`src/rtl/shared_data_pkg.sv`:
```
// Shared constants and types for the SFP shared-data transmit framer.
package shared_data_pkg;

  localparam logic [7:0] K28_5     = 8'hBC;
  localparam logic [7:0] K28_2     = 8'h5C;
  localparam logic [7:0] K28_1     = 8'h3C;
  localparam int         SEG_BYTES = 16;
  localparam int         CKS_W     = 16;

  typedef enum logic [2:0] {
    ST_IDLE,
    ST_START,
    ST_ADDR,
    ST_DATA,
    ST_STOP,
    ST_CKS_HI,
    ST_CKS_LO
  } seg_state_t;

endpackage

```
`src/rtl/shared_data_seg_ram.sv`:
```
// Segment buffer: SEG_COUNT x 16 bytes, synchronous write, asynchronous read.
// The asynchronous read gives read-first behaviour on a same-edge collision.
module shared_data_seg_ram
  import shared_data_pkg::*;
#(
  parameter int SEG_COUNT = 32
) (
  input  logic                          clk,
  input  logic                          wr_en,
  input  logic [$clog2(SEG_COUNT)+3:0]  wr_addr,
  input  logic [7:0]                    wr_data,
  input  logic [$clog2(SEG_COUNT)+3:0]  rd_addr,
  output logic [7:0]                    rd_data
);

  logic [7:0] mem [SEG_COUNT*SEG_BYTES];

  // Write port, independent of any framing activity.
  always_ff @(posedge clk) begin
    if (wr_en) mem[wr_addr] <= wr_data;
  end

  assign rd_data = mem[rd_addr];

endmodule

```
`src/rtl/shared_data_tx.sv`:
```
// Transmit-side framer for the SFP event/shared-data link.
// Low byte: event codes and periodic K28.5 commas.
// High byte: dbus on even phase, segment packet channel on odd phase.
// Optional macro SHARED_DATA_TX_CHECKSUM_EN appends CKS_HI/CKS_LO to each frame.
//
// state     | meaning
// ST_IDLE   | no frame, channel byte 0x00
// ST_START  | next odd slot emits K28.2
// ST_ADDR   | next odd slot emits the segment number
// ST_DATA   | next odd slot emits segment byte byte_idx
// ST_STOP   | next odd slot emits K28.1
// ST_CKS_HI | next odd slot emits checksum high byte
// ST_CKS_LO | next odd slot emits checksum low byte
module shared_data_tx
  import shared_data_pkg::*;
#(
  parameter int SEG_COUNT    = 32,
  parameter int COMMA_PERIOD = 4
) (
  input  logic                          clk,
  input  logic                          rst,
  input  logic                          tx_ready,
  input  logic                          event_valid,
  input  logic [7:0]                    event_code,
  output logic                          event_ready,
  input  logic [7:0]                    dbus,
  input  logic                          wr_en,
  input  logic [$clog2(SEG_COUNT)+3:0]  wr_addr,
  input  logic [7:0]                    wr_data,
  input  logic                          send_valid,
  input  logic [$clog2(SEG_COUNT)-1:0]  send_seg,
  output logic                          send_ready,
  output logic [15:0]                   tx_data,
  output logic [1:0]                    tx_is_k
);

  localparam int SW = $clog2(SEG_COUNT);
  localparam int CW = $clog2(COMMA_PERIOD);

  seg_state_t      state;
  logic            phase;
  logic [CW-1:0]   comma_cnt;
  logic [3:0]      byte_idx;
  logic [SW-1:0]   seg_q;
  // Set for one cycle after a frame's last slot so frames never abut.
  logic            just_done;
  logic [7:0]      rd_data;
  logic            link_en;

`ifdef SHARED_DATA_TX_CHECKSUM_EN
  logic [CKS_W-1:0] acc;
  logic [CKS_W-1:0] cks;
  assign cks = {CKS_W{1'b1}} - acc;
`endif

  assign link_en     = tx_ready && !rst;
  assign event_ready = link_en && (comma_cnt != '0);
  assign send_ready  = link_en && (state == ST_IDLE) && !just_done;

  shared_data_seg_ram #(.SEG_COUNT(SEG_COUNT)) u_ram (
    .clk     (clk),
    .wr_en   (wr_en),
    .wr_addr (wr_addr),
    .wr_data (wr_data),
    .rd_addr ({seg_q, byte_idx}),
    .rd_data (rd_data)
  );

  // Event byte, phase, segment FSM and the registered output word.
  always_ff @(posedge clk) begin
    if (!link_en) begin
      state     <= ST_IDLE;
      phase     <= 1'b0;
      comma_cnt <= '0;
      byte_idx  <= '0;
      seg_q     <= '0;
      just_done <= 1'b0;
      tx_data   <= '0;
      tx_is_k   <= '0;
`ifdef SHARED_DATA_TX_CHECKSUM_EN
      acc       <= '0;
`endif
    end else begin
      comma_cnt <= (comma_cnt == CW'(COMMA_PERIOD - 1)) ? '0 : comma_cnt + 1'b1;
      phase     <= ~phase;
      just_done <= 1'b0;

      if (comma_cnt == '0) begin
        tx_data[7:0] <= K28_5;
        tx_is_k[0]   <= 1'b1;
      end else begin
        tx_data[7:0] <= event_valid ? event_code : 8'h00;
        tx_is_k[0]   <= 1'b0;
      end

      if (!phase) begin
        tx_data[15:8] <= dbus;
        tx_is_k[1]    <= 1'b0;
      end else begin
        tx_data[15:8] <= 8'h00;
        tx_is_k[1]    <= 1'b0;
        case (state)
          ST_IDLE: ;
          ST_START: begin
            tx_data[15:8] <= K28_2;
            tx_is_k[1]    <= 1'b1;
            state         <= ST_ADDR;
          end
          ST_ADDR: begin
            tx_data[15:8] <= 8'(seg_q);
            byte_idx      <= '0;
            state         <= ST_DATA;
          end
          ST_DATA: begin
            tx_data[15:8] <= rd_data;
`ifdef SHARED_DATA_TX_CHECKSUM_EN
            acc           <= acc + CKS_W'(rd_data);
`endif
            byte_idx      <= byte_idx + 1'b1;
            if (byte_idx == 4'hF) state <= ST_STOP;
          end
          ST_STOP: begin
            tx_data[15:8] <= K28_1;
            tx_is_k[1]    <= 1'b1;
`ifdef SHARED_DATA_TX_CHECKSUM_EN
            state         <= ST_CKS_HI;
`else
            state         <= ST_IDLE;
            just_done     <= 1'b1;
`endif
          end
`ifdef SHARED_DATA_TX_CHECKSUM_EN
          ST_CKS_HI: begin
            tx_data[15:8] <= cks[15:8];
            state         <= ST_CKS_LO;
          end
          ST_CKS_LO: begin
            tx_data[15:8] <= cks[7:0];
            state         <= ST_IDLE;
            just_done     <= 1'b1;
          end
`endif
          default: state <= ST_IDLE;
        endcase
      end

      if (send_valid && send_ready) begin
        seg_q    <= send_seg;
        byte_idx <= '0;
        state    <= ST_START;
`ifdef SHARED_DATA_TX_CHECKSUM_EN
        acc      <= '0;
`endif
      end
    end
  end

endmodule

```
`config.mk`:
```
export PLATFORM = sky130hd
export DESIGN_NAME = shared_data_tx
export DESIGN_NICKNAME = d
export VERILOG_FILES = /design/src/rtl/shared_data_pkg.sv /design/src/rtl/shared_data_seg_ram.sv /design/src/rtl/shared_data_tx.sv
export SDC_FILE = /design/constraint.sdc
export NUM_CORES = 2
export LEC_CHECK = 0
export CAP_MARGIN = 40
export CORE_MARGIN = 2
export CORE_UTILIZATION = 50
export DETAILED_ROUTE_END_ITERATION = 10
export MAX_ROUTING_LAYER = met4
export PLACE_DENSITY = 0.63
export SKIP_LAST_GASP = 1
export SYNTH_ARGS = -nofsm -noshare
export SYNTH_HDL_FRONTEND = slang
export SYNTH_SLANG_ARGS = --single-unit
export TNS_END_PERCENT = 10
```
`constraint.sdc`:
```
create_clock -name clk -period 3.6 [get_ports clk]
set_input_delay 0.72 -clock clk [delete_from_list [all_inputs] [get_ports clk]]
set_output_delay 0.72 -clock clk [all_outputs]
set_load 0.005 [all_outputs]
```
Yosys cells after proc, flatten, opt, wreduce, memory -nomap -nowiden
Memory sizes are Yosys's and may differ from the RTL's.
Cells that the tools add are included.
Cells by class
  bitwise logic cells: 4
  add/subtract/negate cells: 2
  reduce and logical (&&, ||, !) cells: 20
  muxes and demuxes: 14
  eq/ne operators: 9
Operators by type and width (count)
  $pmux W8 S4: 1
  $mux W8: 3
  $pmux W3 S4: 1
  $pmux W4 S2: 1
  $mux W1: 7
  $eq A3 B2 Y1 const B: 2
  $reduce_and A3 Y1: 2
  $reduce_bool A2 Y1: 3
  $reduce_or A2 Y1: 3
  $logic_and A1 B1 Y1: 5
  $add A4 B1 Y4 const B: 1
  $eq A4 B4 Y1 const B: 1
  $not A1 Y1: 4
  $reduce_and A2 Y1: 2
  $eq A3 B1 Y1 const B: 1
  $eq A3 B3 Y1 const B: 1
  $logic_not A3 Y1: 1
  $mux W3: 1
  $ne A3 B3 Y1 const B: 1
  $reduce_or A3 Y1: 1
  $add A2 B1 Y2 const B: 1
  $eq A2 B2 Y1 const B: 1
  $logic_not A1 Y1: 2
  $logic_not A2 Y1: 1
  other kinds (2): 2
Word-level totals
  register bits: 34
  input bits: 44
  memories: 1
  RAM bits: 4096
Memories
  u_ram.mem: words 512, bits a word 8, read ports 1, clocked after memory_dff 0, wr ports 1, line shared_data_seg_ram.sv:16  | logic [7:0] mem [SEG_COUNT*SEG_BYTES];

Longest topological paths before layout
  depth after elaboration: 7
  depth in mapped cells: 15

By module
From an unflattened synthesis, not the netlist that was laid out.
Unflattened totals
  cells, all modules: 8177
  area, all modules: 161188.3 um^2
Modules (own cells, without submodules)
  shared_data_seg_ram: sequential area each 122998.0 um^2, times used 1, cells each 8022, area an instance 159767.0 um^2
  shared_data_tx: sequential area each 680.7 um^2, times used 1, cells each 155, area an instance 1421.4 um^2

Worst setup path after synthesis
OpenSTA, ideal clock, no wires.
  kind: register to register
  start: register byte_idx[0]
  end: register tx_data[15]
  data required time: 3466 ps
  arrival time: 2583 ps
  buffers on the path: 4
  setup slack: 883 ps
  cell stages (with the launch flop): 11
  cell sequence: dfxtp_1 -> buf_6 -> buf_8 -> buf_4 -> buf_2 -> mux4_2 -> a221oi_1 -> o22ai_1 -> o31a_1 -> nor3_1 -> o211ai_1
Between the ends
  longest elaborated chain between the ends: 3
Ends and longest elaborated chain
  from (decl): line shared_data_tx.sv:43  | logic [3:0] byte_idx;
  from (signal assigned): line shared_data_tx.sv:119  | byte_idx <= byte_idx + 1'b1;
  $mem_v2 Z512 W8
  $pmux W8 S4: line shared_data_tx.sv:102  | case (state)
  $mux W8: line shared_data_tx.sv:96  | if (!phase) begin
  to (signal assigned): line shared_data_tx.sv:97  | tx_data[15:8] <= dbus;
  to (signal assigned): line shared_data_tx.sv:110  | tx_data[15:8] <= 8'(seg_q);
  to (signal assigned): line shared_data_tx.sv:115  | tx_data[15:8] <= rd_data;
  to (decl): line shared_data_tx.sv:33  | output logic [15:0] tx_data,
No other way between the ends.
A chain may end at the register's enable or synchronous reset.

Final worst setup path
Ends and elaborated chain as after synthesis.

==> impl_metrics.toml <==
[worst_setup_path]
reg2reg_slack_ps = -10
required_ps = 4460
r2r_cells = 13
cp_max_fo = 11
reg2reg_to = "tx_data[15]"
rr_startpoint = "byte_idx[0]"
arrival_ps = 4480
worstSetupStartpointType = "flop"
critical_path_class = "reg -> reg"
critPathCaptureType = "flop"

[detailed_routing]
drt_wl_total_um = 479000
drtIter0Drc = 14300
wl_per_cell_um = 35.6
drt_pass1_iterations = 6
drcViolationCount = 0
vias = 87100
antenna_left = 0
routed_via_density = 6.48

[worst_hold_path]
min_path_type = "in -> reg"
min_to = "u_ram.mem[16][0]"
holdPathStages = 1
hold_start = "wr_data[0]"

[yosys]
ys_types = 82
synth-main-ff-cell = "edfxtp_1"
async_reset_ff_share_pct = 0
yosys_warnings = 0
ys_seq_elements = 4130
ys_seq_area_share_pct = 77.2
synth.net_count = 7626
synth-edff-count = 4096
synthCells = 7579
synth.avg_cell_area_um2 = 21.2
synth_area_mm2 = 0.160

[placed_design]
hpwl_um = 308000
portBuffers = 63
post-place-ws_ps = -801
gp_congestion = 0.948

[global_routing]
grt_pass1_wl_um = 665000
grt_pass1_vias = 85500
overflow = 0
antenna_found_initial = 27
grt_start_max_net_pins = 144
grt_use_total_pct = 30.2

[sta]
fin_ws_ps = -14.0
final.period_utilization_pct = 100
finClkSkew_ps = 89.8
tightestPinTransition_ps = 1280
final_max_slew_viol_count = 0
timing.final.crit_period_ps = 3610
setup_tns_ps = -14.0
fmax_mhz = 277
hold_viol = 0
max_slew_margin_pct = 14.7
grt_setup_unrepaired = "yes"
setup_viol_count_final = 1

[cts]
cts.path.max_buffers = 4
cts_tree = "built"
cts_buffers = 418
clk_latency_ps = 1000
root_buffer = "clkbuf_16"
path_clk_slew_ps = 60
htreeDepth = 5
cts_num_sinks = 4130

[cells_and_area]
nFillCells = 22700
multiInputGateArea_mm2 = 0.0340
drive_above_1_share_pct = 31.2
layout.nets = 8946
area.growth.synth_to_final_pct = 18.0
seq_area_mm2 = 0.124

[power_and_ir_drop]
irDropWorstVdd_mv = 0.505
p_total_mw = 97.4
power.leakage_nw = 59.7
power_density_mw_per_mm2 = 515

[status]
failed_checks = "negative setup slack"
status = "finished, violations left"

[floorplanning]
fp.dieW_um = 570
dieArea_mm2 = 0.325
start_util_pct = 50.3
die_height_um = 570
core_mm2 = 0.319
rows = 207
io_pins = 64

[flow_run]
drv_cap = 0
power breakdown:
group          switching (mW)  internal (mW)  total (mW)
Sequential             0.0243           52.9        52.9
Combinational            1.31          0.320        1.63
Clock                    18.6           24.3        42.8
Total                    19.9           77.5        97.4
layer usage:
| metal | GRT usage, % | vias to the layer above | part of all wire [%] |
|---|---|---|---|
| li1 | - | 34500 | - |
| met1 | 41.7 | 46100 | 38 |
| met2 | 44.8 | 5611 | 46 |
| met3 | 6.18 | 895 | 11 |
| met4 | 11.0 | 0 | 4.3 |
| met5 | - | - | 0 |
kinds of logic after synthesis:
kind of cell	after synthesis	synth area share [%]
AO/OA/AOI/OAI	775	3.46
XOR/XNOR	3	0.0164
multiplexers	1261	15.1
AND/OR/NAND/NOR	914	2.35
buffers and inverters	493	1.90
adder cells (fa/ha/maj)	3	0.0234
flip-flops	4130	77.2
critical path, stage by stage, from the launching register on:
cell and delay [ps]:
dfxtp_4 470, buf_12 200, buf_12 190, mux4_2 520, a22o_1 300, a221oi_4 310
buf_4 180, o22ai_2 130, nor3_4 320, buf_4 170, o22ai_1 90, nor3_2 280
buf_4 180, o211ai_1 90
worst max-delay path by stage:
stage                     start     endpoint  slack [ps]  cells past startpoint
CTS                 byte_idx[0]  tx_data[13]        -120                     13
detailed placement  byte_idx[1]  tx_data[15]        -800                     12
global placement    byte_idx[1]   tx_data[9]       -1050                     12
global route        byte_idx[0]  tx_data[15]         -30                     13
finish              byte_idx[0]  tx_data[15]         -10                     13
floorplan           byte_idx[0]  tx_data[15]         880                     10
area by class of cell:
type / instances / share of cell area [%]
sequential: 4130 / 65.4
multi-input combinational: 2956 / 18.0
timing repair buffer: 1383 / 6.69
clock buffer: 502 / 5.75
tap: 4180 / 2.77
clock inverter: 264 / 1.38
antenna: 19 / 0.0251
inverter: 10 / 0.0238
layout by cell type (no fill, tap or decap), types with 73 or more instances in the layout:
cell type	instances
o22ai_1	77
buf_12	155
edfxtp_1	4096
clkinv_1	94
clkbuf_1	78
clkbuf_16	423
clkinv_2	94
a221oi_1	76
nand2_1	138
mux4_2	872
a21oi_1	115
mux2i_1	334
a22oi_1	167
o21ai_0	73
nor2_1	596
buf_4	1156
what timing repair did:
item / in CTS / in global routing
gates cloned: 0 / 1
pin swaps: 3 / 8
hold buffers: 0 / 0
resized for setup: 10 / 30
endpoints found under the setup margin: 8 / 7
setup buffers: 9 / 16
state kept, by name (all words and copies together), names as in the netlist:
name,flops
byte_idx,4
comma_cnt,2
just_done,1
phase,1
seg_q,5
state,3
tx_data,16
tx_is_k,2
u_ram.mem,4096
stage by stage:
step                      utilization [%]  hold WS, ps  instances  area [µm²]
after floorplan                         -          429       7579      160000
after global placement               55.0          438      12600      175000
after detailed placement             55.0          450      12600      175000
after CTS                            59.3         2.93      13400      189000
after global routing                 59.4         11.4      13400      189000
final                                59.4         48.0      13400      189000
cells in the mapped netlist (19+ instances only):
cell         n  area share, %
clkbuf_1   181           0.42
a22o_1      45           0.25
a221oi_1    81           0.44
nand2_1    151           0.35
edfxtp_1  4096             77
mux2i_1    337            2.1
a21oi_1    117           0.37
nor3_1      40           0.12
a31oi_1     21          0.082
o221ai_1    42           0.23
dfxtp_1     34           0.42
mux4_1      41           0.67
mux4_2     872             12
nand3_1     46           0.14
buf_1       19          0.044
buf_4       66           0.31
o21ai_0     76           0.24
a211oi_1    54           0.25
buf_2      127           0.40
buf_6       62           0.44
a22oi_1    168           0.79
nor2_1     599            1.4
o22ai_1     79           0.31
(Power assumes the default switching activity.)
